**config.mk**
```make
export PLATFORM = sky130hd
export DESIGN_NAME = imem_arbiter_flat
export DESIGN_NICKNAME = d
export VERILOG_FILES = /design/src/rtl/imem_arb_pkg.sv /design/src/rtl/imem_arbiter_if.sv /design/src/rtl/imem_arb_release_timer.sv /design/src/rtl/imem_arbiter.sv /design/src/flat_wrapper.sv
export SDC_FILE = /design/constraint.sdc
export NUM_CORES = 1
export LEC_CHECK = 0
export CORE_ASPECT_RATIO = 1.1
export CORE_MARGIN = 2
export CORE_UTILIZATION = 30
export DETAILED_ROUTE_END_ITERATION = 7
export GPL_TIMING_DRIVEN = 0
export PLACE_DENSITY = 0.87
export SLEW_MARGIN = 0
export SYNTH_ARGS = -nofsm -noshare
export SYNTH_HDL_FRONTEND = slang
export SYNTH_SLANG_ARGS = --single-unit
```
**constraint.sdc**
```tcl
create_clock -name clk_i -period 3.5 [get_ports clk_i]
set_clock_uncertainty 0.05 [all_clocks]
set_input_delay 0.7 -clock clk_i [delete_from_list [all_inputs] [get_ports clk_i]]
set_output_delay 0.7 -clock clk_i [all_outputs]
set_load 0.005 [all_outputs]
```
**src/rtl/imem_arb_pkg.sv**
```systemverilog
// Shared types and default sizes for the instruction-memory arbiter.
package imem_arb_pkg;

   parameter int unsigned DefAddrW      = 14;
   parameter int unsigned DefDataW      = 32;
   parameter int unsigned DefReleaseCyc = 4;

   typedef enum logic [1:0] {
      StRun     = 2'd0,
      StDrain   = 2'd1,
      StLoad    = 2'd2,
      StRelease = 2'd3
   } arb_state_e;

endpackage

```
**src/rtl/imem_arbiter_if.sv**
```systemverilog
// Bus bundle between the arbiter (slave view) and fetch, loader and memory (master view).
// ld_checksum exists only when IMEM_ARB_CHECKSUM_EN is defined.
interface imem_arbiter_if #(
   parameter int unsigned ADDR_W = imem_arb_pkg::DefAddrW,
   parameter int unsigned DATA_W = imem_arb_pkg::DefDataW
);
   logic              load_mode;
   logic              ld_valid;
   logic [ADDR_W-1:0] ld_addr;
   logic [DATA_W-1:0] ld_data;
   logic              ld_ready;
   logic              fetch_req;
   logic [31:0]       fetch_addr;
   logic [DATA_W-1:0] fetch_rdata;
   logic              fetch_valid;
   logic              fetch_misalign;
   logic              cpu_stall;
   logic              cpu_rst_req;
   logic [ADDR_W:0]   word_count;
   logic              mem_en;
   logic              mem_we;
   logic [ADDR_W-1:0] mem_addr;
   logic [DATA_W-1:0] mem_wdata;
   logic [DATA_W-1:0] mem_rdata;
`ifdef IMEM_ARB_CHECKSUM_EN
   logic [DATA_W-1:0] ld_checksum;
`endif

   modport slave (
      input  load_mode, ld_valid, ld_addr, ld_data, fetch_req, fetch_addr, mem_rdata,
      output ld_ready, fetch_rdata, fetch_valid, fetch_misalign, cpu_stall, cpu_rst_req,
             word_count, mem_en, mem_we, mem_addr, mem_wdata
`ifdef IMEM_ARB_CHECKSUM_EN
      , output ld_checksum
`endif
   );

   modport master (
      output load_mode, ld_valid, ld_addr, ld_data, fetch_req, fetch_addr, mem_rdata,
      input  ld_ready, fetch_rdata, fetch_valid, fetch_misalign, cpu_stall, cpu_rst_req,
             word_count, mem_en, mem_we, mem_addr, mem_wdata
`ifdef IMEM_ARB_CHECKSUM_EN
      , input ld_checksum
`endif
   );

endinterface

```
**src/rtl/imem_arb_release_timer.sv**
```systemverilog
// Down-counter timing the CPU reset hold after a load; done_o when it reaches zero.
module imem_arb_release_timer #(
   parameter int unsigned RELEASE_CYC = imem_arb_pkg::DefReleaseCyc
) (
   input  logic clk_i,
   input  logic rst_i,
   input  logic load_i,
   output logic done_o
);
   localparam int unsigned CntW = (RELEASE_CYC > 1) ? $clog2(RELEASE_CYC) : 1;
   localparam logic [CntW-1:0] LoadVal = CntW'(RELEASE_CYC - 1);

   logic [CntW-1:0] cnt_q, cnt_d;

   always_comb begin
      cnt_d = cnt_q;
      if (load_i) begin
         cnt_d = LoadVal;
      end else if (cnt_q != '0) begin
         cnt_d = cnt_q - 1'b1;
      end
   end

   always_ff @(posedge clk_i) begin
      if (rst_i) begin
         cnt_q <= '0;
      end else begin
         cnt_q <= cnt_d;
      end
   end

   assign done_o = (cnt_q == '0);

endmodule

```
**src/rtl/imem_arbiter.sv**
```systemverilog
// Shares the instruction memory between CPU fetch (RUN) and the UART loader (LOAD).
// Optional running XOR of loaded words on ld_checksum under IMEM_ARB_CHECKSUM_EN.
module imem_arbiter
   import imem_arb_pkg::*;
#(
   parameter int unsigned ADDR_W      = DefAddrW,
   parameter int unsigned DATA_W      = DefDataW,
   parameter int unsigned RELEASE_CYC = DefReleaseCyc
) (
   input  logic           clk_i,
   input  logic           rst_i,
   imem_arbiter_if.slave  bus
);
   localparam logic [ADDR_W:0] WcMax = {1'b1, {ADDR_W{1'b0}}};

   arb_state_e      state_q, state_d;
   logic [ADDR_W:0] wc_q, wc_d;
   logic            fv_q, fv_d;
   logic            fm_q, fm_d;
   logic            rel_load, rel_done;

   imem_arb_release_timer #(
      .RELEASE_CYC (RELEASE_CYC)
   ) u_release_timer (
      .clk_i  (clk_i),
      .rst_i  (rst_i),
      .load_i (rel_load),
      .done_o (rel_done)
   );

   assign rel_load = (state_q == StLoad) && !bus.load_mode;

   always_comb begin
      state_d         = state_q;
      wc_d            = wc_q;
      fv_d            = 1'b0;
      fm_d            = 1'b0;
      bus.mem_en      = 1'b0;
      bus.mem_we      = 1'b0;
      bus.mem_addr    = '0;
      bus.mem_wdata   = '0;
      bus.ld_ready    = 1'b0;
      bus.cpu_rst_req = 1'b0;
      unique case (state_q)
         StRun: begin
            if (bus.fetch_req) begin
               bus.mem_en   = 1'b1;
               bus.mem_addr = bus.fetch_addr[ADDR_W+1:2];
               fv_d         = 1'b1;
               fm_d         = |bus.fetch_addr[1:0];
            end
            if (bus.load_mode) state_d = StDrain;
         end
         StDrain: begin
            wc_d    = '0;
            state_d = StLoad;
         end
         StLoad: begin
            bus.ld_ready = 1'b1;
            if (bus.ld_valid) begin
               bus.mem_en    = 1'b1;
               bus.mem_we    = 1'b1;
               bus.mem_addr  = bus.ld_addr;
               bus.mem_wdata = bus.ld_data;
               if (wc_q != WcMax) wc_d = wc_q + 1'b1;
            end
            if (!bus.load_mode) state_d = StRelease;
         end
         StRelease: begin
            bus.cpu_rst_req = 1'b1;
            if (bus.load_mode) begin
               state_d = StLoad;
            end else if (rel_done) begin
               state_d = StRun;
            end
         end
         default: state_d = StRun;
      endcase
      // Reset cancels any access presented in the same cycle.
      if (rst_i) begin
         bus.mem_en   = 1'b0;
         bus.mem_we   = 1'b0;
         bus.ld_ready = 1'b0;
      end
   end

   always_ff @(posedge clk_i) begin
      if (rst_i) begin
         state_q <= StRun;
         wc_q    <= '0;
         fv_q    <= 1'b0;
         fm_q    <= 1'b0;
      end else begin
         state_q <= state_d;
         wc_q    <= wc_d;
         fv_q    <= fv_d;
         fm_q    <= fm_d;
      end
   end

   assign bus.cpu_stall      = (state_q != StRun);
   assign bus.fetch_rdata    = bus.mem_rdata;
   assign bus.fetch_valid    = fv_q;
   assign bus.fetch_misalign = fm_q;
   assign bus.word_count     = wc_q;

`ifdef IMEM_ARB_CHECKSUM_EN
   logic [DATA_W-1:0] csum_q, csum_d;

   always_comb begin
      csum_d = csum_q;
      if (state_q == StDrain) begin
         csum_d = '0;
      end else if ((state_q == StLoad) && bus.ld_valid) begin
         csum_d = csum_q ^ bus.ld_data;
      end
   end

   always_ff @(posedge clk_i) begin
      if (rst_i) begin
         csum_q <= '0;
      end else begin
         csum_q <= csum_d;
      end
   end

   assign bus.ld_checksum = csum_q;
`endif

endmodule

```
**src/flat_wrapper.sv**
```systemverilog
// flat-port wrapper written by rule: the top's interface ports become plain ports
module imem_arbiter_flat import imem_arb_pkg::*;
#(
   parameter int unsigned ADDR_W      = DefAddrW,
   parameter int unsigned DATA_W      = DefDataW,
   parameter int unsigned RELEASE_CYC = DefReleaseCyc
)
  (clk_i, rst_i, bus_load_mode, bus_ld_valid, bus_ld_addr, bus_ld_data, bus_fetch_req, bus_fetch_addr, bus_mem_rdata, bus_ld_ready, bus_fetch_rdata, bus_fetch_valid, bus_fetch_misalign, bus_cpu_stall, bus_cpu_rst_req, bus_word_count, bus_mem_en, bus_mem_we, bus_mem_addr, bus_mem_wdata);
  imem_arbiter_if #(.ADDR_W(ADDR_W), .DATA_W(DATA_W)) bus_i ();
  input  logic clk_i;
  input  logic rst_i;
  input wire logic [$bits(bus_i.load_mode)-1:0] bus_load_mode;
  input wire logic [$bits(bus_i.ld_valid)-1:0] bus_ld_valid;
  input wire logic [$bits(bus_i.ld_addr)-1:0] bus_ld_addr;
  input wire logic [$bits(bus_i.ld_data)-1:0] bus_ld_data;
  input wire logic [$bits(bus_i.fetch_req)-1:0] bus_fetch_req;
  input wire logic [$bits(bus_i.fetch_addr)-1:0] bus_fetch_addr;
  input wire logic [$bits(bus_i.mem_rdata)-1:0] bus_mem_rdata;
  output wire logic [$bits(bus_i.ld_ready)-1:0] bus_ld_ready;
  output wire logic [$bits(bus_i.fetch_rdata)-1:0] bus_fetch_rdata;
  output wire logic [$bits(bus_i.fetch_valid)-1:0] bus_fetch_valid;
  output wire logic [$bits(bus_i.fetch_misalign)-1:0] bus_fetch_misalign;
  output wire logic [$bits(bus_i.cpu_stall)-1:0] bus_cpu_stall;
  output wire logic [$bits(bus_i.cpu_rst_req)-1:0] bus_cpu_rst_req;
  output wire logic [$bits(bus_i.word_count)-1:0] bus_word_count;
  output wire logic [$bits(bus_i.mem_en)-1:0] bus_mem_en;
  output wire logic [$bits(bus_i.mem_we)-1:0] bus_mem_we;
  output wire logic [$bits(bus_i.mem_addr)-1:0] bus_mem_addr;
  output wire logic [$bits(bus_i.mem_wdata)-1:0] bus_mem_wdata;
  assign bus_i.load_mode = bus_load_mode;
  assign bus_i.ld_valid = bus_ld_valid;
  assign bus_i.ld_addr = bus_ld_addr;
  assign bus_i.ld_data = bus_ld_data;
  assign bus_i.fetch_req = bus_fetch_req;
  assign bus_i.fetch_addr = bus_fetch_addr;
  assign bus_i.mem_rdata = bus_mem_rdata;
  assign bus_ld_ready = bus_i.ld_ready;
  assign bus_fetch_rdata = bus_i.fetch_rdata;
  assign bus_fetch_valid = bus_i.fetch_valid;
  assign bus_fetch_misalign = bus_i.fetch_misalign;
  assign bus_cpu_stall = bus_i.cpu_stall;
  assign bus_cpu_rst_req = bus_i.cpu_rst_req;
  assign bus_word_count = bus_i.word_count;
  assign bus_mem_en = bus_i.mem_en;
  assign bus_mem_we = bus_i.mem_we;
  assign bus_mem_addr = bus_i.mem_addr;
  assign bus_mem_wdata = bus_i.mem_wdata;
  imem_arbiter #(.ADDR_W(ADDR_W), .DATA_W(DATA_W), .RELEASE_CYC(RELEASE_CYC)) u_core (.clk_i(clk_i), .rst_i(rst_i), .bus(bus_i));
endmodule
```
Yosys cells after proc, flatten, opt, wreduce, memory -nomap -nowiden
Index checks and enable logic that the tools add are counted.
{ "classes": {"add_sub_neg": 2, "n_eq_ne": 9, "n_mux": 24, "bitwise_logic": 2, "n_reduce_logical": 13} }
{ "ops": {"columns": ["op", "count"], "rows": [
  ["32-bit 2-to-1 mux", 2],
  ["15-bit 2-to-1 mux", 2],
  ["15-bit one-hot mux with 2 select lines", 1],
  ["14-bit 2-to-1 mux", 2],
  ["14-bit one-hot mux with 2 select lines", 1],
  ["15-bit by 1-bit adder with 15-bit output (second input constant)", 1],
  ["15-bit != test (second input constant)", 1],
  ["2-bit 2-to-1 mux", 6],
  ["1-bit 2-to-1 mux", 8],
  ["2-bit != test (second input constant)", 4],
  ["2-bit one-hot mux with 4 select lines", 1],
  ["2-bit nonzero test", 4],
  ["3-bit AND reduction", 2],
  ["2-bit == test (second input constant)", 2],
  ["2-bit logical NOT", 2],
  ["2-bit OR reduction", 2],
  ["3-bit by 2-bit != test with 1-bit output (second input constant)", 1],
  ["3-bit OR reduction", 1],
  ["2-bit by 1-bit == test with 1-bit output (second input constant)", 1],
  ["1-bit NOT", 2],
  ["1-bit one-hot mux with 2 select lines", 1],
  ["2-bit by 1-bit subtractor with 2-bit output (second input constant)", 1],
  ["1-bit logical AND", 1],
  ["1-bit logical NOT", 1]
]} }
{ "totals": {"register_bits": 21, "inputBits": 115, "word_cells": 55} }

Logic depth before layout (Yosys ltp)
Gate-level depths: netlist (run 1).
{ "logic_depth": {"depth_word": 4, "mapped_depth": 7, "ltp_nobuf": 6} }

Hierarchy
A second synthesis (run 1) with hierarchy kept.
{ "unflattened": {"hier_cells": 218, "area_unflattened_um2": 1786.7} }
{ "by_module_without_submodules": {"columns": ["mod", "n_inst", "cells_each", "area_per_inst_um2", "seq_area_each_um2"], "rows": [
  ["imem_arbiter", 1, 208, 1690.4, 380.4],
  ["imem_arb_release_timer", 1, 10, 96.3, 40.0]
]} }

Worst setup path after synthesis (run 1)
Ideal clock, no wire load.
{ "synth_timing": {"path_kind": "in2out", "from": "input bus_ld_valid", "to": "output bus_mem_addr[0]", "arrival_ps": 1610, "t_required_ps": 2750, "path_slack_ps": 1140, "path_stages": 4, "path_cell_list": "and3b_1 > clkbuf_1 > clkbuf_1 > a22o_1"} }
{ "synth_via": {"elab_chain_cells": 2} }
{ "synth_rtl": {"columns": ["item", "line_no", "rtl"], "rows": [
  ["start: declaration", "flat_wrapper.sv:13", "input wire logic [$bits(bus_i.ld_valid)-1:0] bus_ld_valid;"],
  ["14-bit 2-to-1 mux", "imem_arbiter.sv:60", "if (bus.ld_valid) begin"],
  ["14-bit one-hot mux with 2 select lines", "imem_arbiter.sv:44", "unique case (state_q)"],
  ["end: declaration", "flat_wrapper.sv:28", "output wire logic [$bits(bus_i.mem_addr)-1:0] bus_mem_addr;"]
]} }
No other way between the ends.

Worst setup path in the final report (run 1)
{ "layout_timing": {"from": "input bus_ld_valid", "to": "output bus_mem_wdata[31]"} }
{ "layout_via": {"elab_chain_cells": 2} }
{ "layout_rtl": {"columns": ["item", "line_no", "rtl"], "rows": [
  ["32-bit 2-to-1 mux", "imem_arbiter.sv:60", null],
  ["32-bit 2-to-1 mux", "imem_arbiter.sv:44", null],
  ["end: declaration", "flat_wrapper.sv:29", "output wire logic [$bits(bus_i.mem_wdata)-1:0] bus_mem_wdata;"]
]} }
No other way between the ends.

==> flow_summary.toml, run 1 <==
[synthesis]
ys_seq_area_frac = 0.220
yosysMostFrequentCell = "and2_1"
ys.flop_type = "dfxtp_1"
synth_commonest_cells = "and2_1 (35), buf_4 (33), dfxtp_1 (21), a22o_1 (14), nand3_1 (14)"
async_reset_ff_frac = 0
synth_top_area_frac = 0.220
syn_area_mm2 = 0.00191
ys_top_cells_by_area = "dfxtp_1 (22%), buf_4 (13%), and2_1 (11%)"
synth_warnings = 0
synth_area_per_cell_um2 = 7.89
syn_nets = 360
synth-edff-count = 0
netlist_instances = 242
yosysTopAreaCell = "dfxtp_1"
synth-seq-cells = 21
synth_cell_types = 50

[routing]
drc_errors = 0
wl_um = 7610
drtIter0Drc = 181
dr.pass1.iters = 5
wl_per_cell_um = 15.5
postRouteAntennaNets = 0
viasPerCell = 5.05
vias = 2484

[grt]
grt_pass1_vias = 2473
grt_pass1_wl_um = 11500
grt_use_total = 0.204
grt_max_degree = 13
antenna_found_initial = 0
grt-ovfl-total = 0

[pwr]
p_leak_nw = 1.45
combinationalPowerShare = 0.462
total_power_uw = 791
pwr-share-seq = 0.333
intPower_uw = 575
swShare = 0.274
p_per_area_mw_per_mm2 = 212
p_clk_frac = 0.205
peakVddDrop_uv = 173
p_switching_uw = 216

[timing]
timing.hold.ws_ns = 0.512
hold_violations = 0
setup_viol = 0
fin_crit_ns = 3.38
fmax_mhz = 296
tightestPinTransition_ns = 0.912
slew_headroom = 0.387
slew_violations = 0
rsz0062_at_grt = "no"
finalCritPeriodShare = 0.965

[finish]
area_growth_pct = 95.0
nets = 531
finalInstanceArea_mm2 = 0.00373
multi_input_comb_area_mm2 = 0.00109
ff_latch_area_um2 = 420
post-route-util = 0.605
nFillCells = 558
drive_above_1_share = 0.143
num_antenna_cells = 0

[outcome]
status = "complete, no violations"

[worst_setup_path]
end_kind = "output port"
critPathLaunchType = "input port"
cp.required_ns = 2.75
crit_fanout = 10
worstPathArrival_ns = 2.63
crit_buf_inv = 4
cpPeakStageDelay_ns = 0.56
slowest_stage = "clkdlybuf4s50_1"
cpLargestDelayFamily = "buffers and inverters"
crit_chain = "clkdlybuf4s50_1 -> and3b_1 -> clkbuf_2 -> clkbuf_2 -> and2_1 -> clkdlybuf4s50_1"
crit_type = "in2out"

[cts]
cts-root-buf = "clkbuf_8"
ctsHtreeMaxLevel = 1
cts_tree = "yes"
cts_made_buffers = 3
clock_latency_ns = 0.26
postCtsSetupBuffers = 0
ctsHoldBuffers = 0
cts.sinks = 21
clk_pin_slew_ns = 0.08
cts.path.max_buffers = 2

[die]
coreArea_mm2 = 0.00616
boundaryPins = 215
die_h_um = 87.7
rows = 30
die_w_um = 80.1
start_util = 0.310
die_area_mm2 = 0.00702

[placement]
portBuffers = 166
place.gp.congestion = 0.874
dp_hpwl_um = 6320
dpl-instance-area_mm2 = 0.00367

[min_path]
hold_class = "reg2reg"

[job]
drv_cap = 0
==> flip-flops by register name (all words and copies together) (netlist names) <==
register	count
u_core.bus.fetch_misalign	1
u_core.bus.fetch_valid	1
u_core.state_q	2
u_core.bus.word_count	15
u_core.u_release_timer.cnt_q	2
==> metrics by stage <==
step	setup TNS (ns)	cells	setup slack, ns
final	0	492	0.123
after CTS	0	492	0.0956
after floorplan	0	242	1.14
after detailed placement	-4.17	488	-0.246
after global routing	0	492	0.0145
after global placement	-3.96	488	-0.246
==> worst paths after layout <==
check,from,end,slack [ns],cells past startpoint
hold reg to reg,u_core.bus.word_count[9],u_core.bus.word_count[9],0.51,2
setup reg to reg,u_core.bus.word_count[1],u_core.bus.word_count[10],1.18,5
setup / recovery,bus_ld_valid,bus_mem_wdata[31],0.12,6
hold / removal,u_core.bus.word_count[9],u_core.bus.word_count[9],0.51,2
==> layer usage <==
metal	share of wire	vias to the layer above	track usage	wire [um]
met2	0.53	171	0.387	4040
met5	0	-	0	0
met1	0.36	1112	0.227	2770
met4	0.014	0	0.0586	106
li1	-	1191	-	-
met3	0.091	10	0.0433	689
==> area by class of cell <==
cell class	instances	area share
plain buffers	48	0.0994
clock buffers	3	0.0111
clock inverters	1	0.00134
inverters	9	0.00907
multi-input cells	164	0.293
flip-flops and latches	21	0.113
well taps	80	0.0269
repair buffers	166	0.446
==> cell families after synthesis <==
logic type	Yosys count	share of synthesized area
XOR/XNOR	1	0.00458
flip-flops	21	0.220
multiplexers	2	0.0118
AND/OR/NAND/NOR	106	0.333
AO/OA/AOI/OAI	52	0.203
adder cells (fa/ha/maj)	3	0.0196
buffers and inverters	57	0.208
==> worst register-to-register path: cells and delay by family (launching register included) <==
family / cells / cell delay [ns]
fa+ha+maj: 1 / 0.30
compound gates: 1 / 0.30
simple gates: 3 / 1.05
flops: 1 / 0.53
==> placed cells by master, fill, tap and decap left out, types with 2 or more instances in the layout <==
cell,count
ha_1,3
mux2_2,2
and2_1,35
nand4_1,9
dfxtp_1,21
a21o_1,2
and4_1,2
nand3_1,14
nor2_1,12
and3_1,3
clkbuf_2,7
nor4_1,4
a22o_1,14
o21ai_0,2
a211oi_1,2
inv_1,9
or4_1,5
a2111oi_0,2
buf_4,33
nand2b_1,2
o211ai_1,7
a21oi_1,9
clkbuf_1,2
clkbuf_8,8
nand2_1,8
a31oi_1,4
clkdlybuf4s50_1,166
==> power by group through the flow <==
stage | combinational, mW | clock, mW | sequential, mW
floorplan | 0.161 | 0 | 0.267
global placement | 0.357 | 0 | 0.267
detailed placement | 0.365 | 0 | 0.269
CTS | 0.367 | 0.164 | 0.263
global route | 0.395 | 0.176 | 0.265
finish | 0.365 | 0.162 | 0.263
==> timing repair <==
item	4_1_cts	5_1_grt
resized for setup	3	6
endpoints found under the setup margin	46	4
endpoints found under the hold margin	0	0
Power figures use the tool's default switching activity.
==> run 2: changes to the inputs <==
Settings changed: CAP_MARGIN from default to 20.
==> results of run 2 <==
The final DEF is identical to that of run 1; final timing and power are the same.
==> run 3: changes to the inputs <==
Settings changed: CORE_MARGIN 2 to default, CORE_UTILIZATION 30 to 28, PLACE_DENSITY 0.87 to 0.82.
Clock period 3.5 ns to 3.6 ns, I/O delays scaled along.
==> run 3 against run 2 <==
First-iteration DRC count is 2.2% higher. Largest power group unchanged. Sequential cell count stayed put. Sequential share of layout area hardly changed.
==> flow_summary.toml, run 3 (synthesized netlist as in run 1, its figures left out) <==
[outcome]
status = "complete, no violations"

[routing]
viasPerCell = 5.05
wl_um = 7560
drtIter0Drc = 185
vias = 2501
wl_per_cell_um = 15.3
dr.pass1.iters = 6
postRouteAntennaNets = 0
drc_errors = 0

[die]
start_util = 0.290
die_h_um = 88.6
coreArea_mm2 = 0.00659
boundaryPins = 215
die_area_mm2 = 0.00716
die_w_um = 80.8
rows = 31

[timing]
slew_violations = 0
setup_viol = 0
finalCritPeriodShare = 0.958
timing.hold.ws_ns = 0.517
hold_violations = 0
tightestPinTransition_ns = 0.875
rsz0062_at_grt = "no"
fmax_mhz = 290
fin_crit_ns = 3.45
postLayoutSetupSlackWorst_ns = 0.152
slew_headroom = 0.412

[job]
drv_cap = 0

[cts]
cts_made_buffers = 3
cts.path.max_buffers = 2
clock_latency_ns = 0.26
cts_tree = "yes"
ctsHoldBuffers = 0
clk_pin_slew_ns = 0.09
cts.sinks = 21
cts-root-buf = "clkbuf_8"
ctsHtreeMaxLevel = 1

[placement]
portBuffers = 166
dp_hpwl_um = 6160
dp_cells = 490
place.gp.congestion = 0.924
dpl-instance-area_mm2 = 0.00367
pre_cts_ws_ns = -0.151

[pwr]
p_leak_nw = 1.44
peakVddDrop_uv = 123
total_power_uw = 770
p_per_area_mw_per_mm2 = 206

[worst_setup_path]
r2r_start = "u_core.bus.word_count[1]"
crit_type = "in2out"
rr_endpoint = "u_core.bus.word_count[10]"
cp.required_ns = 2.83
critPathLaunch = "bus_ld_valid"
crit_buf_inv = 4
end_kind = "output port"
worstRegToRegCells = 5
critical_path_depth = 6
cp_common_cell = "clkdlybuf4s50_1"
crit_fanout = 10
endpoint = "bus_mem_wdata[15]"
crit_chain = "clkdlybuf4s50_1 -> and3b_1 -> clkbuf_2 -> clkbuf_1 -> and2_1 -> clkdlybuf4s50_1"
r2r_setup_slack_ns = 1.32
cpLargestDelayFamily = "buffers and inverters"
critPathLaunchType = "input port"
worstPathArrival_ns = 2.68
slowest_stage = "clkdlybuf4s50_1"
cpPeakStageDelay_ns = 0.52

[finish]
largest_register_ffs = 15
area_growth_pct = 95.2
final_common_cell = "clkdlybuf4s50_1"
stdcell_count = 495
mostFrequentLayoutCells = "clkdlybuf4s50_1 (166), and2_1 (35), buf_4 (33)"
finalInstanceArea_mm2 = 0.00373
nets = 531
nFillCells = 609
drive_above_1_share = 0.138

[grt]
grt-ovfl-total = 0
grt_pass1_vias = 2376
grt_max_degree = 13
antenna_found_initial = 0
grt_use_total = 0.205
grt_pass1_wl_um = 11300

[min_path]
hold_class = "reg2reg"
-- run 3: per-stage QoR --
stage,util,TNS [ns]
after CTS,0.565,0
after detailed placement,0.557,-1.94
final,0.565,0
after global routing,0.565,0
after global placement,0.557,-1.67
after floorplan,-,0
-- run 3: per-layer routing --
layer  track usage  wire [um]
met1         0.227       2640
met2         0.387       3980
met3        0.0464        826
met4        0.0601        109
met5             0          0
-- run 3: report_power, final --
| part | switching (mW) | total (mW) | internal, mW | leakage, nW |
|---|---|---|---|---|
| logic | 0.123 | 0.357 | 0.234 | 1.24 |
| registers | 0.00757 | 0.255 | 0.247 | 0.170 |
| clock network | 0.0812 | 0.158 | 0.0771 | 0.0255 |
-- run 3: cell type report --
| cell class | instances | area (um2) | area share |
|---|---|---|---|
| tap | 82 | 103 | 0.0275 |
| timing repair buffer | 166 | 1660 | 0.446 |
| inverter | 9 | 33.8 | 0.00906 |
| clock buffer | 3 | 41.3 | 0.0111 |
| multi-input combinational | 164 | 1090 | 0.293 |
| clock inverter | 1 | 5.00 | 0.00134 |
| buffer | 48 | 368 | 0.0987 |
| antenna | 1 | 2.50 | 0.000671 |
| sequential | 21 | 420 | 0.113 |
-- run 3: how the worst min path moves through the flow --
stage	slack [ns]	cells past startpoint	startpoint	to
floorplan	0.45	1	u_core.bus.word_count[6]	u_core.bus.word_count[6]
global placement	0.47	1	u_core.bus.word_count[6]	u_core.bus.word_count[6]
detailed placement	0.48	1	u_core.bus.word_count[6]	u_core.bus.word_count[6]
CTS	0.50	1	u_core.bus.word_count[6]	u_core.bus.word_count[6]
global route	0.55	2	u_core.bus.word_count[14]	u_core.bus.word_count[14]
finish	0.52	1	u_core.bus.word_count[6]	u_core.bus.word_count[6]
-- run 3: repair_timing --
action	CTS	global route
resized for setup	2	4
setup buffers	0	0
hold endpoints to repair	0	0
setup endpoints to repair	24	11
